==> src/rtl/switch_bounce_gen.sv <==
// rtl/switch_bounce_gen.sv - emulated bouncing mechanical switch for exercising debouncers
// Each accepted request drives sw_o to level_i through 1+BounceEdges edges, then settles and pulses done_o.
module switch_bounce_gen #(
  parameter int         ClkRate     = 10_000_000,
  parameter int         Baud        = 1_000_000,
  parameter int         BounceEdges = 4,
  parameter int         GapTicks    = 2,
  parameter int         RandGaps    = 0,
  parameter logic [7:0] Seed        = 8'hA5,
  parameter int         SettleTicks = 5
) (
  input  logic clk_i,
  input  logic rst_ni,
  input  logic req_i,
  input  logic level_i,
  output logic busy_o,
  output logic done_o,
  output logic sw_o
);

  localparam int Div    = ClkRate / Baud;
  localparam int TickW  = (Div > 1) ? $clog2(Div) : 1;
  localparam int GapMax = (GapTicks > 8) ? ((GapTicks > SettleTicks) ? GapTicks : SettleTicks)
                                         : ((SettleTicks > 8) ? SettleTicks : 8);
  localparam int GapW   = $clog2(GapMax + 1);
  localparam int EdgeW  = (BounceEdges > 0) ? $clog2(BounceEdges + 1) : 1;

  localparam logic [TickW-1:0] TickLast  = TickW'(Div - 1);
  localparam logic [GapW-1:0]  GapFixed  = GapW'(GapTicks);
  localparam logic [GapW-1:0]  SettleEnd = GapW'(SettleTicks);
  localparam logic [EdgeW-1:0] EdgesInit = EdgeW'(BounceEdges);

  if (Div < 1) begin : g_err_div
    $error("switch_bounce_gen: ClkRate/Baud must be at least 1");
  end
  if ((BounceEdges % 2) != 0) begin : g_err_edges
    $error("switch_bounce_gen: BounceEdges must be even");
  end
  if (Seed == 8'h00) begin : g_err_seed
    $error("switch_bounce_gen: Seed must be nonzero");
  end
  if (SettleTicks < 1) begin : g_err_settle
    $error("switch_bounce_gen: SettleTicks must be at least 1");
  end

  typedef enum logic [1:0] {IDLE, BOUNCE, SETTLE} state_t;

  state_t           state_q, state_d;
  logic             sw_q, sw_d;
  logic             busy_q, busy_d;
  logic             done_q, done_d;
  logic [7:0]       lfsr_q, lfsr_d;
  logic [TickW-1:0] tick_q, tick_d;
  logic [GapW-1:0]  gap_q, gap_d;
  logic [EdgeW-1:0] edges_q, edges_d;

  logic            tick;
  logic [GapW-1:0] gap_next;
  logic [GapW-1:0] gap_len;
  logic            lfsr_fb;

  always_comb begin
    tick     = (tick_q == TickLast);
    gap_next = gap_q + GapW'(1);
    lfsr_fb  = lfsr_q[7] ^ lfsr_q[5] ^ lfsr_q[4] ^ lfsr_q[3];
    gap_len  = (RandGaps != 0) ? (GapW'(lfsr_q[2:0]) + GapW'(1)) : GapFixed;
  end

  always_comb begin
    state_d = state_q;
    sw_d    = sw_q;
    busy_d  = busy_q;
    done_d  = 1'b0;
    lfsr_d  = lfsr_q;
    tick_d  = tick_q;
    gap_d   = gap_q;
    edges_d = edges_q;
    case (state_q)
      IDLE: begin
        if (req_i) begin
          busy_d = 1'b1;
          tick_d = '0;
          gap_d  = '0;
          if (level_i != sw_q) begin
            sw_d = level_i;
            if (BounceEdges == 0) begin
              state_d = SETTLE;
            end else begin
              edges_d = EdgesInit;
              state_d = BOUNCE;
            end
          end else begin
            state_d = SETTLE;
          end
        end
      end
      BOUNCE: begin
        tick_d = tick ? '0 : tick_q + TickW'(1);
        if (tick) begin
          if (gap_next == gap_len) begin
            gap_d   = '0;
            sw_d    = ~sw_q;
            lfsr_d  = {lfsr_q[6:0], lfsr_fb};
            edges_d = edges_q - EdgeW'(1);
            if (edges_q == EdgeW'(1)) state_d = SETTLE;
          end else begin
            gap_d = gap_next;
          end
        end
      end
      SETTLE: begin
        tick_d = tick ? '0 : tick_q + TickW'(1);
        if (tick) begin
          if (gap_next == SettleEnd) begin
            gap_d   = '0;
            done_d  = 1'b1;
            busy_d  = 1'b0;
            state_d = IDLE;
          end else begin
            gap_d = gap_next;
          end
        end
      end
      default: state_d = IDLE;
    endcase
  end

  always_ff @(posedge clk_i) begin
    if (!rst_ni) begin
      state_q <= IDLE;
      sw_q    <= 1'b0;
      busy_q  <= 1'b0;
      done_q  <= 1'b0;
      lfsr_q  <= Seed;
      tick_q  <= '0;
      gap_q   <= '0;
      edges_q <= '0;
    end else begin
      state_q <= state_d;
      sw_q    <= sw_d;
      busy_q  <= busy_d;
      done_q  <= done_d;
      lfsr_q  <= lfsr_d;
      tick_q  <= tick_d;
      gap_q   <= gap_d;
      edges_q <= edges_d;
    end
  end

  assign sw_o   = sw_q;
  assign busy_o = busy_q;
  assign done_o = done_q;

endmodule

==> config.mk <==
export PLATFORM = sky130hd
export DESIGN_NAME = switch_bounce_gen
export DESIGN_NICKNAME = d
export VERILOG_FILES = /design/src/rtl/switch_bounce_gen.sv
export SDC_FILE = /design/constraint.sdc
export NUM_CORES = 1
export LEC_CHECK = 0
export ABC_AREA = 1
export BUFFER_PORTS_ARGS = -buffer_cell sky130_fd_sc_hd__buf_4
export CAP_MARGIN = 20
export CORE_MARGIN = 3
export CORE_UTILIZATION = 30
export CTS_CLUSTER_SIZE = 28
export DETAILED_ROUTE_END_ITERATION = 8
export PLACE_DENSITY = 0.44
export SYNTH_ARGS = -nofsm -noshare
export SYNTH_HDL_FRONTEND = slang
export SYNTH_SLANG_ARGS = --single-unit
==> constraint.sdc <==
create_clock -name clk_i -period 1.6 [get_ports clk_i]
set_input_delay 0.08 -clock clk_i [delete_from_list [all_inputs] [get_ports clk_i]]
set_output_delay 0.08 -clock clk_i [all_outputs]
set_load 0.01 [all_outputs]
==> results by group, run 1 <==
Power
  • Comb power frac: between 60 and 70%
  • NetSw: around 1.1 mW
  • Reg power frac: a little over a quarter
  • P per Cell Area: about 1900 mW/mm2
  • Internal: ~1.3 mW
  • Maximum VDD drop: approximately 0.64 mV
  • Sw Ratio: roughly 46%
  • Total power: 2.46 mW
  • Pleak: between 0.5 and 0.6 nW
  • Clock group share of total power: a little under an eighth

Timing
  • Final setup fails: 0
  • Fin Hold WS: between 0.07 and 0.08 ns
  • Worst-Margin Slew: ~0.21 ns
  • Fin. max-slew vios: 0
  • Unrepaired setup endpoints after global routing: yes
  • Fin crit period: about 1.5 ns
  • Slew margin rel.: a little under nine tenths
  • Hold Violations, Final: 0
  • Worst Skew: 0.00346 ns
  • Final critical-path share of the clock period: between 90% and 100%
  • Max frequency: around 680 MHz

Detailed routing
  • Via count: between 900 and 1,000
  • 1st-pass router iterations: 4
  • Drt via density: about 4.6
  • Final WL: between 2000 and 2500 um
  • # DRC: 0
  • Drt first-iter violations: 36
  • Wire per inst: about 10 um
  • Routed Antenna Nets: 0

Hold path
  • Hold EP: state_q[1]
  • Min-delay src: rst_ni
  • Hold Path Class: primary input to register
  • Min-Delay Path Depth: 3

Global routing
  • Largest net degree at the start of global routing: 13
  • Initial antenna violation count: 0
  • GRT overflow: 0
  • First-pass GRT wire length: between 3000 and 4000 um
  • Total track usage: 11.5%
  • Number of global-route vias before repair: 918

Critical path
  • Reg-to-Reg End: sw_o
  • R2R cell count: 9
  • Worst r2r src: state_q[1]
  • CP max FO: 7
  • CP Launch Type: register
  • Critical Path RT: between 1.5 and 2 ns
  • Crit. End Element: register
  • WS Path Type: register to register
  • Arrival @ worst endpoint: approximately 1.7 ns
  • Reg2Reg Setup Slack: around 0.13 ns

Run status
  • Run status: finished, final reports clean

Final layout
  • Commonest non-fill, non-tap cell in the layout: nand2_1
  • Final Non-Filler Cells: between 200 and 250
  • Nets: between 150 and 200
  • Antenna Cells: 0
  • Layout area overhead: 19.9%
  • Multi-input gate area: roughly 700 um2
  • Filler cell count in the final layout: roughly 380
  • Layout cells sized above 1: about a quarter
  • Commonest non-fill, non-tap cells in the layout: nand2_1, nor2_1, inv_1, dfxtp_1, buf_4
  • Reg area: 328 um2

Clocking
  • Reg clk slew, reported paths: ~0.10 ns
  • H-tree depth: 1
  • Max clock buf depth: 2
  • CTS buffer count: 3
  • Clk_lat worst skew: about 0.30 ns
  • Root Driver: clkbuf_4
  • CTS tree: done
  • Clk sinks: 16
  • Hold_buf cts: 0
  • Setup Buffers After CTS: 0

Synth
  • Syn Nets: 169
  • Synth Warn #: 0
  • Seq/Total Area, Yosys: 30.2%
  • Netlist Area Pre-Place: ~0.0011 mm2
  • Flops & latches, synth: 16
  • Avg Cell Area, Syn: between 6 and 7 um2
  • Synth cell types: 25
  • Post-synth top area share: a little under a third
  • Synth Instances: 154
  • Top cells by area, synth: dfxtp_1, ha_1, nand2_1
  • Post-synth top area cell: dfxtp_1

Floorplanning
  • Initial Util: between 30 and 40%
  • Std-Cell Rows: 20
  • Core Area: between 0.003 and 0.004 mm2
  • Chip Width: 65.5 um
  • Die Height: approximately 65 um
  • IO Pins: 7
  • Full die area: approximately 0.0043 mm2

Place
  • Port-buffer cells: 6
  • GPL Wtd Cong: 0.778
  • Placed Instances: ~210
  • DP Wirelength: ~1700 um

Run
  • Max Cap Viol: 0
==> worst max path at each step <==
stage          slack (ns)  startpoint  cells after the start   endpoint
6_report             0.13  state_q[1]                      9       sw_o
5_1_grt            -0.002   tick_q[1]                     10   gap_q[1]
4_1_cts              0.05  state_q[0]                      8  tick_q[2]
3_5_place_dp         0.01  state_q[0]                      8  tick_q[2]
3_3_place_gp         0.05  state_q[0]                      7     busy_o
2_1_floorplan        0.14  state_q[0]                      5  tick_q[2]
==> registers in the layout, summed over array words and instances, names as in the netlist <==
register and cells:
edges_q 3, gap_q 4, sw_o 1, busy_o 1, done_o 1, state_q 2
tick_q 4
==> worst max-delay path, cell delays in order (launching register included) <==
cell and delay (ns):
dfxtp_2 0.35, inv_1 0.10, ha_4 0.20, or2_2 0.29, nand2_1 0.07, nor2_1 0.04
nand2_2 0.14, inv_2 0.05, nor2_1 0.08, nor2_1 0.05
==> synth_stat cells <==
master and count:
a211oi_1 1, a21boi_2 1, a21oi_1 8, a21oi_2 1, a2bb2oi_1 1, buf_4 1
dfxtp_1 16, ha_1 11, inv_1 20, inv_2 3, nand2_1 28, nand2_2 8
nand2b_1 1, nand3_1 9, nand3_2 1, nand4_1 2, nor2_1 21, nor2_2 2
nor2_4 1, o21ai_0 12, o21ai_1 1, o22ai_1 1, or2_0 1, or2_2 1
xnor2_1 2
==> logic make-up (layout without fill, tap and decap cells) <==
group | after synthesis | after routing | synth area share (%)
compound gates | 26 | 26 | 13.9
xor+xnor | 2 | 2 | 1.65
fa+ha+maj | 11 | 11 | 13.0
buf+inv | 24 | 38 | 8.84
flops | 16 | 16 | 30.2
simple gates | 75 | 75 | 32.4
==> power groups by stage <==
stage          combinational (mW)  clock (mW)  sequential (mW)
6_report                     1.54       0.279            0.640
5_1_grt                      1.78       0.314            0.663
4_1_cts                      1.47       0.289            0.621
3_5_place_dp                 1.45           0            0.630
3_3_place_gp                 1.46           0            0.627
2_1_floorplan                1.06           0            0.627
==> cell type report <==
cell class	count	area share [%]
Sequential cell	16	25.8
Tap cell	44	4.33
Timing Repair Buffer	11	6.49
Clock buffer	4	2.85
Multi-Input combinational cell	114	53.8
Inverter	23	6.78
==> per-layer routing <==
metal	share of wire [%]	GRT usage (%)	routed length (um)	up-vias
li1	-	-	-	520
met3	2.4	2.56	51	4
met5	0	0	0	-
met4	1.4	5.44	31	0
met2	46	18.5	989	7
met1	50	14.6	1080	436
==> repair_timing <==
action                                 CTS  global route
setup endpoints to repair                2            13
endpoints found under the hold margin    0             0
resized for setup                        1            15
pin swaps                                0             3
==> metrics by stage <==
step	cell area [um2]	setup slack [ns]	utilization, %	TNS [ns]
after CTS	1230	0.0540	38.4	0
after floorplan	1060	0.136	-	0
final	1270	0.129	39.7	0
after global routing	1270	-0.00233	39.7	-0.00233
after global placement	1190	0.0483	37.2	0
after detailed placement	1190	0.0122	37.2	0
Note: power is estimated with default switching activity, not from simulation.
==> run 2: changes to the inputs <==
--- a/config.mk
+++ b/config.mk
@@ -8,7 +8,6 @@
 export ABC_AREA = 1
 export BUFFER_PORTS_ARGS = -buffer_cell sky130_fd_sc_hd__buf_4
 export CAP_MARGIN = 20
-export CORE_MARGIN = 3
 export CORE_UTILIZATION = 30
 export CTS_CLUSTER_SIZE = 28
 export DETAILED_ROUTE_END_ITERATION = 8
==> run 2 against run 1 <==
Compared with the run above: routed wire length rose by 0.47%; register-to-register slack barely moved; cell count rose by 1.4%; flip-flop and latch count did not move; clock power fell by 23%; core utilization fell by 2.1 points; clock skew barely moved; global-route usage rose by 2.6 points; die area fell by 12%.
==> results by group, run 2 (synthesis results as in run 1) <==
Floorplanning
  • Std-Cell Rows: 21
  • IO Pins: 7
  • Full die area: approximately 0.0038 mm2
  • Core Area: about 0.0034 mm2
  • Initial Util: roughly a third
  • Die Height: between 60 and 70 um
  • Chip Width: ~61 um

Timing
  • Slew margin rel.: between 70% and 80%
  • Unrepaired setup endpoints after global routing: yes
  • Final WS setup: 0.134 ns
  • Hold Violations, Final: 0
  • Worst-Margin Slew: between 0.3 and 0.4 ns
  • Fin crit period: between 1 and 1.5 ns
  • Max frequency: 682 MHz
  • Final critical-path share of the clock period: 91.6%
  • Fin. max-slew vios: 0
  • Setup TNS Final: 0 ns
  • Worst Skew: about 0.0033 ns
  • Fin Hold WS: just over 0.09 ns
  • Final setup fails: 0

Detailed routing
  • 1st-pass router iterations: 4
  • Drt first-iter violations: 54
  • # DRC: 0
  • Final WL: around 2200 um
  • Drt via density: approximately 4.4
  • Wire per inst: 10.0 um
  • Via count: roughly 940
  • Routed Antenna Nets: 0

Final layout
  • Commonest non-fill, non-tap cell in the layout: nand2_1
  • Nets: around 190
  • Util after Layout: a little under two fifths
  • Largest regs: gap_q: 4 flops, tick_q: 4 flops, edges_q: 3 flops
  • Layout area overhead: 19.2%
  • Final Non-Filler Cells: ~220
  • Commonest non-fill, non-tap cells in the layout: nand2_1, inv_1, nor2_1, dfxtp_1, buf_4
  • Post-route cell area: 0.00126 mm2
  • Antenna Cells: 0
  • Layout cells sized above 1: 24.9%

Global routing
  • Total track usage: 14.1%
  • First-pass GRT wire length: a little under 4000 um
  • Largest net degree at the start of global routing: 13
  • Number of global-route vias before repair: 933
  • Initial antenna violation count: 0
  • GRT overflow: 0

Hold path
  • Hold Path Class: primary input to register
  • Min-Delay Path Depth: 3
  • Min-delay src: rst_ni
  • Hold EP: state_q[1]

Critical path
  • Crit. End Element: register
  • Reg-to-Reg End: busy_o
  • Reg2Reg Setup Slack: ~0.13 ns
  • Critical Path RT: ~1.8 ns
  • WS Path Type: register to register
  • R2R cell count: 6
  • Worst r2r src: state_q[0]
  • CP Launch Type: register
  • Arrival @ worst endpoint: about 1.7 ns
  • CP max FO: 7

Run
  • Max Cap Viol: 0

Place
  • Placed Instances: 212
  • GPL Wtd Cong: between 0.8 and 0.9
  • Port-buffer cells: 6
  • Placed instance area: 0.00121 mm2
  • DP Wirelength: between 1500 and 2000 um
  • Place WS: between 0.03 and 0.04 ns

Clocking
  • Setup Buffers After CTS: 0
  • Clk_lat worst skew: roughly 0.28 ns
  • H-tree depth: 1
  • Max clock buf depth: 2
  • Reg clk slew, reported paths: roughly 0.09 ns
  • Post_cts resized: 0
  • Clk sinks: 16
  • CTS buffer count: 3
  • Hold_buf cts: 0
  • CTS tree: done
  • Root Driver: clkbuf_4

Power
  • Maximum VDD drop: about 0.8 mV
  • Pleak: approximately 0.57 nW
  • P per Cell Area: approximately 1900 mW/mm2
  • Total power: roughly 2.4 mW

Run status
  • Run status: finished, final reports clean
run 2: per-layer routing:
metal  global-route usage (%)  wire length, um  vias up
met3                     3.78               45        2
met4                     3.81               23        0
met1                     17.4             1060      412
met5                        0                0        -
li1                         -                -      520
met2                     24.4             1030        7
run 2: final cells by class:
type / instances / area, um2
Timing Repair Buffer: 13 / 97.6
Sequential cell: 16 / 324
Multi-Input combinational cell: 114 / 677
Tap cell: 46 / 57.6
Clock buffer: 3 / 22.5
Fill cell: 390 / 2100
Inverter: 23 / 86.3
run 2: critical path: stages (launching register included):
cell and delay, ns:
dfxtp_2 0.35, inv_1 0.07, ha_1 0.33, a21boi_4 0.21, o21ai_1 0.11, or2_0 0.22, a21oi_1 0.13
run 2: worst max path at each step:
stage                     startpoint   endpoint  slack, ns  depth (start not counted)
final                     state_q[0]     busy_o       0.13                          6
after global routing      state_q[0]       sw_o      -0.02                          9
after CTS                 state_q[0]     busy_o      0.006                          7
after detailed placement  state_q[0]  tick_q[2]       0.03                          8
after global placement    state_q[0]     busy_o       0.06                          7
after floorplan           state_q[0]  tick_q[2]       0.14                          5
run 2: where the power goes:
part | switching, mW | internal, mW | total, mW | leakage, nW
clock network | 0.127 | 0.0874 | 0.214 | 0.0138
registers | 0.0845 | 0.534 | 0.618 | 0.132
logic | 0.915 | 0.637 | 1.55 | 0.426
==> run 3: changes to the inputs <==
==> constraint.sdc (replaced) <==
create_clock -name clk_i -period 1.85 [get_ports clk_i]
set_input_delay 0.0925 -clock clk_i [delete_from_list [all_inputs] [get_ports clk_i]]
set_output_delay 0.0925 -clock clk_i [all_outputs]
set_load 0.01 [all_outputs]
==> run 3 against run 2 <==
Compared with the run above: core utilization fell by 2.1 points; global-route usage fell by 0.27 points; first-iteration DRC count fell by 54%; sequential share of layout area rose by 1.2 points; via count fell by 1.2%; die area did not move; worst setup slack improved by 0.11 ns.
==> results by group, run 3 (synthesis results as in run 1) <==
Hold path
  • Min-Delay Path Depth: 3
  • Min-delay src: rst_ni
  • Hold EP: state_q[1]
  • Hold Path Class: primary input to register

Floorplanning
  • Core Area: 0.00336 mm2
  • IO Pins: 7
  • Std-Cell Rows: 21
  • Initial Util: between 30% and 40%
  • Chip Width: slightly above 60 um
  • Die Height: ~61 um
  • Full die area: about 0.0038 mm2

Place
  • DP Wirelength: 1690 um
  • Port-buffer cells: 6
  • Placed instance area: 0.00117 mm2
  • GPL Wtd Cong: roughly 0.75

Timing
  • Setup TNS Final: 0 ns
  • Fin. max-slew vios: 0
  • Final setup fails: 0
  • Unrepaired setup endpoints after global routing: no
  • Worst-Margin Slew: 0.299 ns
  • Fin crit period: 1.60 ns
  • Slew margin rel.: about four fifths
  • Hold Violations, Final: 0
  • Worst Skew: 0.00345 ns
  • Max frequency: around 620 MHz
  • Final critical-path share of the clock period: about 87%

Detailed routing
  • 1st-pass router iterations: 3
  • Routed Antenna Nets: 0
  • Final WL: about 2200 um
  • # DRC: 0
  • Via count: between 900 and 1,000
  • Drt via density: between 4 and 5
  • Drt first-iter violations: 25
  • Wire per inst: a little over 10 um

Critical path
  • CP max FO: 8
  • Reg-to-Reg End: sw_o
  • CP max stage cell: dfxtp_1
  • Critical Path RT: 2.04 ns
  • WS Path Type: register to register
  • Crit path largest cell delay: about 0.37 ns
  • Cell chain of the critical path: inv_1, ha_1, inv_1, o21ai_0, nor2_1, nand2_2, o21ai_0, nor2_1
  • CP Launch Type: register
  • R2R cell count: 8
  • Crit. End Element: register
  • Arrival @ worst endpoint: around 1.8 ns
  • Reg2Reg Setup Slack: about 0.25 ns
  • Worst path bufs/invs: 2
  • Worst r2r src: state_q[1]
  • Worst path top cell family by delay: flip-flops

Final layout
  • Layout area overhead: 12.5%
  • Util after Layout: between 30% and 40%
  • Nets: between 150 and 200
  • Antenna Cells: 0
  • Post-route cell area: approximately 0.0012 mm2
  • Layout cells sized above 1: 17.7%
  • Commonest non-fill, non-tap cells in the layout: nand2_1, nor2_1, inv_1, dfxtp_1, o21ai_0
  • Largest regs: gap_q: 4 flops, tick_q: 4 flops, edges_q: 3 flops
  • Commonest non-fill, non-tap cell in the layout: nand2_1
  • Filler cell count in the final layout: a little over 400

Clocking
  • Setup Buffers After CTS: 0
  • Clk sinks: 16
  • H-tree depth: 1
  • CTS buffer count: 3
  • CTS tree: done
  • Clk_lat worst skew: a little under 0.3 ns
  • Root Driver: clkbuf_4
  • Reg clk slew, reported paths: 0.10 ns
  • Post_cts resized: 0
  • Hold_buf cts: 0
  • Max clock buf depth: 2

Run status
  • Run status: finished, final reports clean

Global routing
  • Total track usage: between 10% and 20%
  • Largest net degree at the start of global routing: 13
  • Initial antenna violation count: 0
  • GRT overflow: 0
  • First-pass GRT wire length: between 3000 and 4000 um
  • Number of global-route vias before repair: 908

Run
  • Max Cap Viol: 0

Power
  • Pleak: 0.538 nW
  • Maximum VDD drop: 0.642 mV
  • Total power: a little under 2 mW
  • P per Cell Area: 1620 mW/mm2
-- run 3: tightest hold or removal path, stage by stage --
cell and delay (ns):
buf_4 0.16, nand2_1 0.07, nor2_1 0.03
-- run 3: how the worst max path moves through the flow --
stage	start	endpoint	slack (ns)	depth (start not counted)
floorplan	state_q[0]	tick_q[2]	0.39	5
global placement	state_q[0]	busy_o	0.28	7
detailed placement	state_q[1]	edges_q[1]	0.23	8
CTS	state_q[1]	edges_q[1]	0.21	8
global route	state_q[0]	edges_q[1]	0.02	8
finish	state_q[1]	sw_o	0.25	8
-- run 3: final cells by class --
| cell class | instances | area [um2] | share of cell area, % |
|---|---|---|---|
| Clock buffer | 3 | 22.5 | 1.89 |
| Inverter | 23 | 86.3 | 7.23 |
| Multi-Input combinational cell | 114 | 647 | 54.2 |
| Sequential cell | 16 | 320 | 26.8 |
| Tap cell | 46 | 57.6 | 4.82 |
| Timing Repair Buffer | 8 | 60.1 | 5.03 |
-- run 3: metrics by stage --
stage / setup slack, ns / instances / hold WS [ns]
final: 0.247 / 210 / 0.0984
after CTS: 0.211 / 210 / 0.0927
after floorplan: 0.386 / 154 / 0.231
after global routing: 0.0227 / 210 / 0.0899
after global placement: 0.277 / 207 / 0.418
after detailed placement: 0.233 / 207 / 0.416
-- run 3: layer usage --
| metal | part of all wire, % | vias up | global-route usage, % |
|---|---|---|---|
| li1 | - | 510 | - |
| met1 | 52 | 409 | 18.1 |
| met2 | 45 | 7 | 22.5 |
| met3 | 1.8 | 4 | 2.52 |
| met4 | 1.6 | 0 | 5.71 |
| met5 | 0 | - | 0 |
-- run 3: where the power goes --
| group | leakage, nW | switching, mW | internal (mW) | total, mW |
|---|---|---|---|---|
| Sequential | 0.131 | 0.0839 | 0.457 | 0.540 |
| Clock | 0.0138 | 0.121 | 0.0757 | 0.196 |
| Combinational | 0.393 | 0.742 | 0.450 | 1.19 |
| Total | 0.538 | 0.947 | 0.982 | 1.93 |
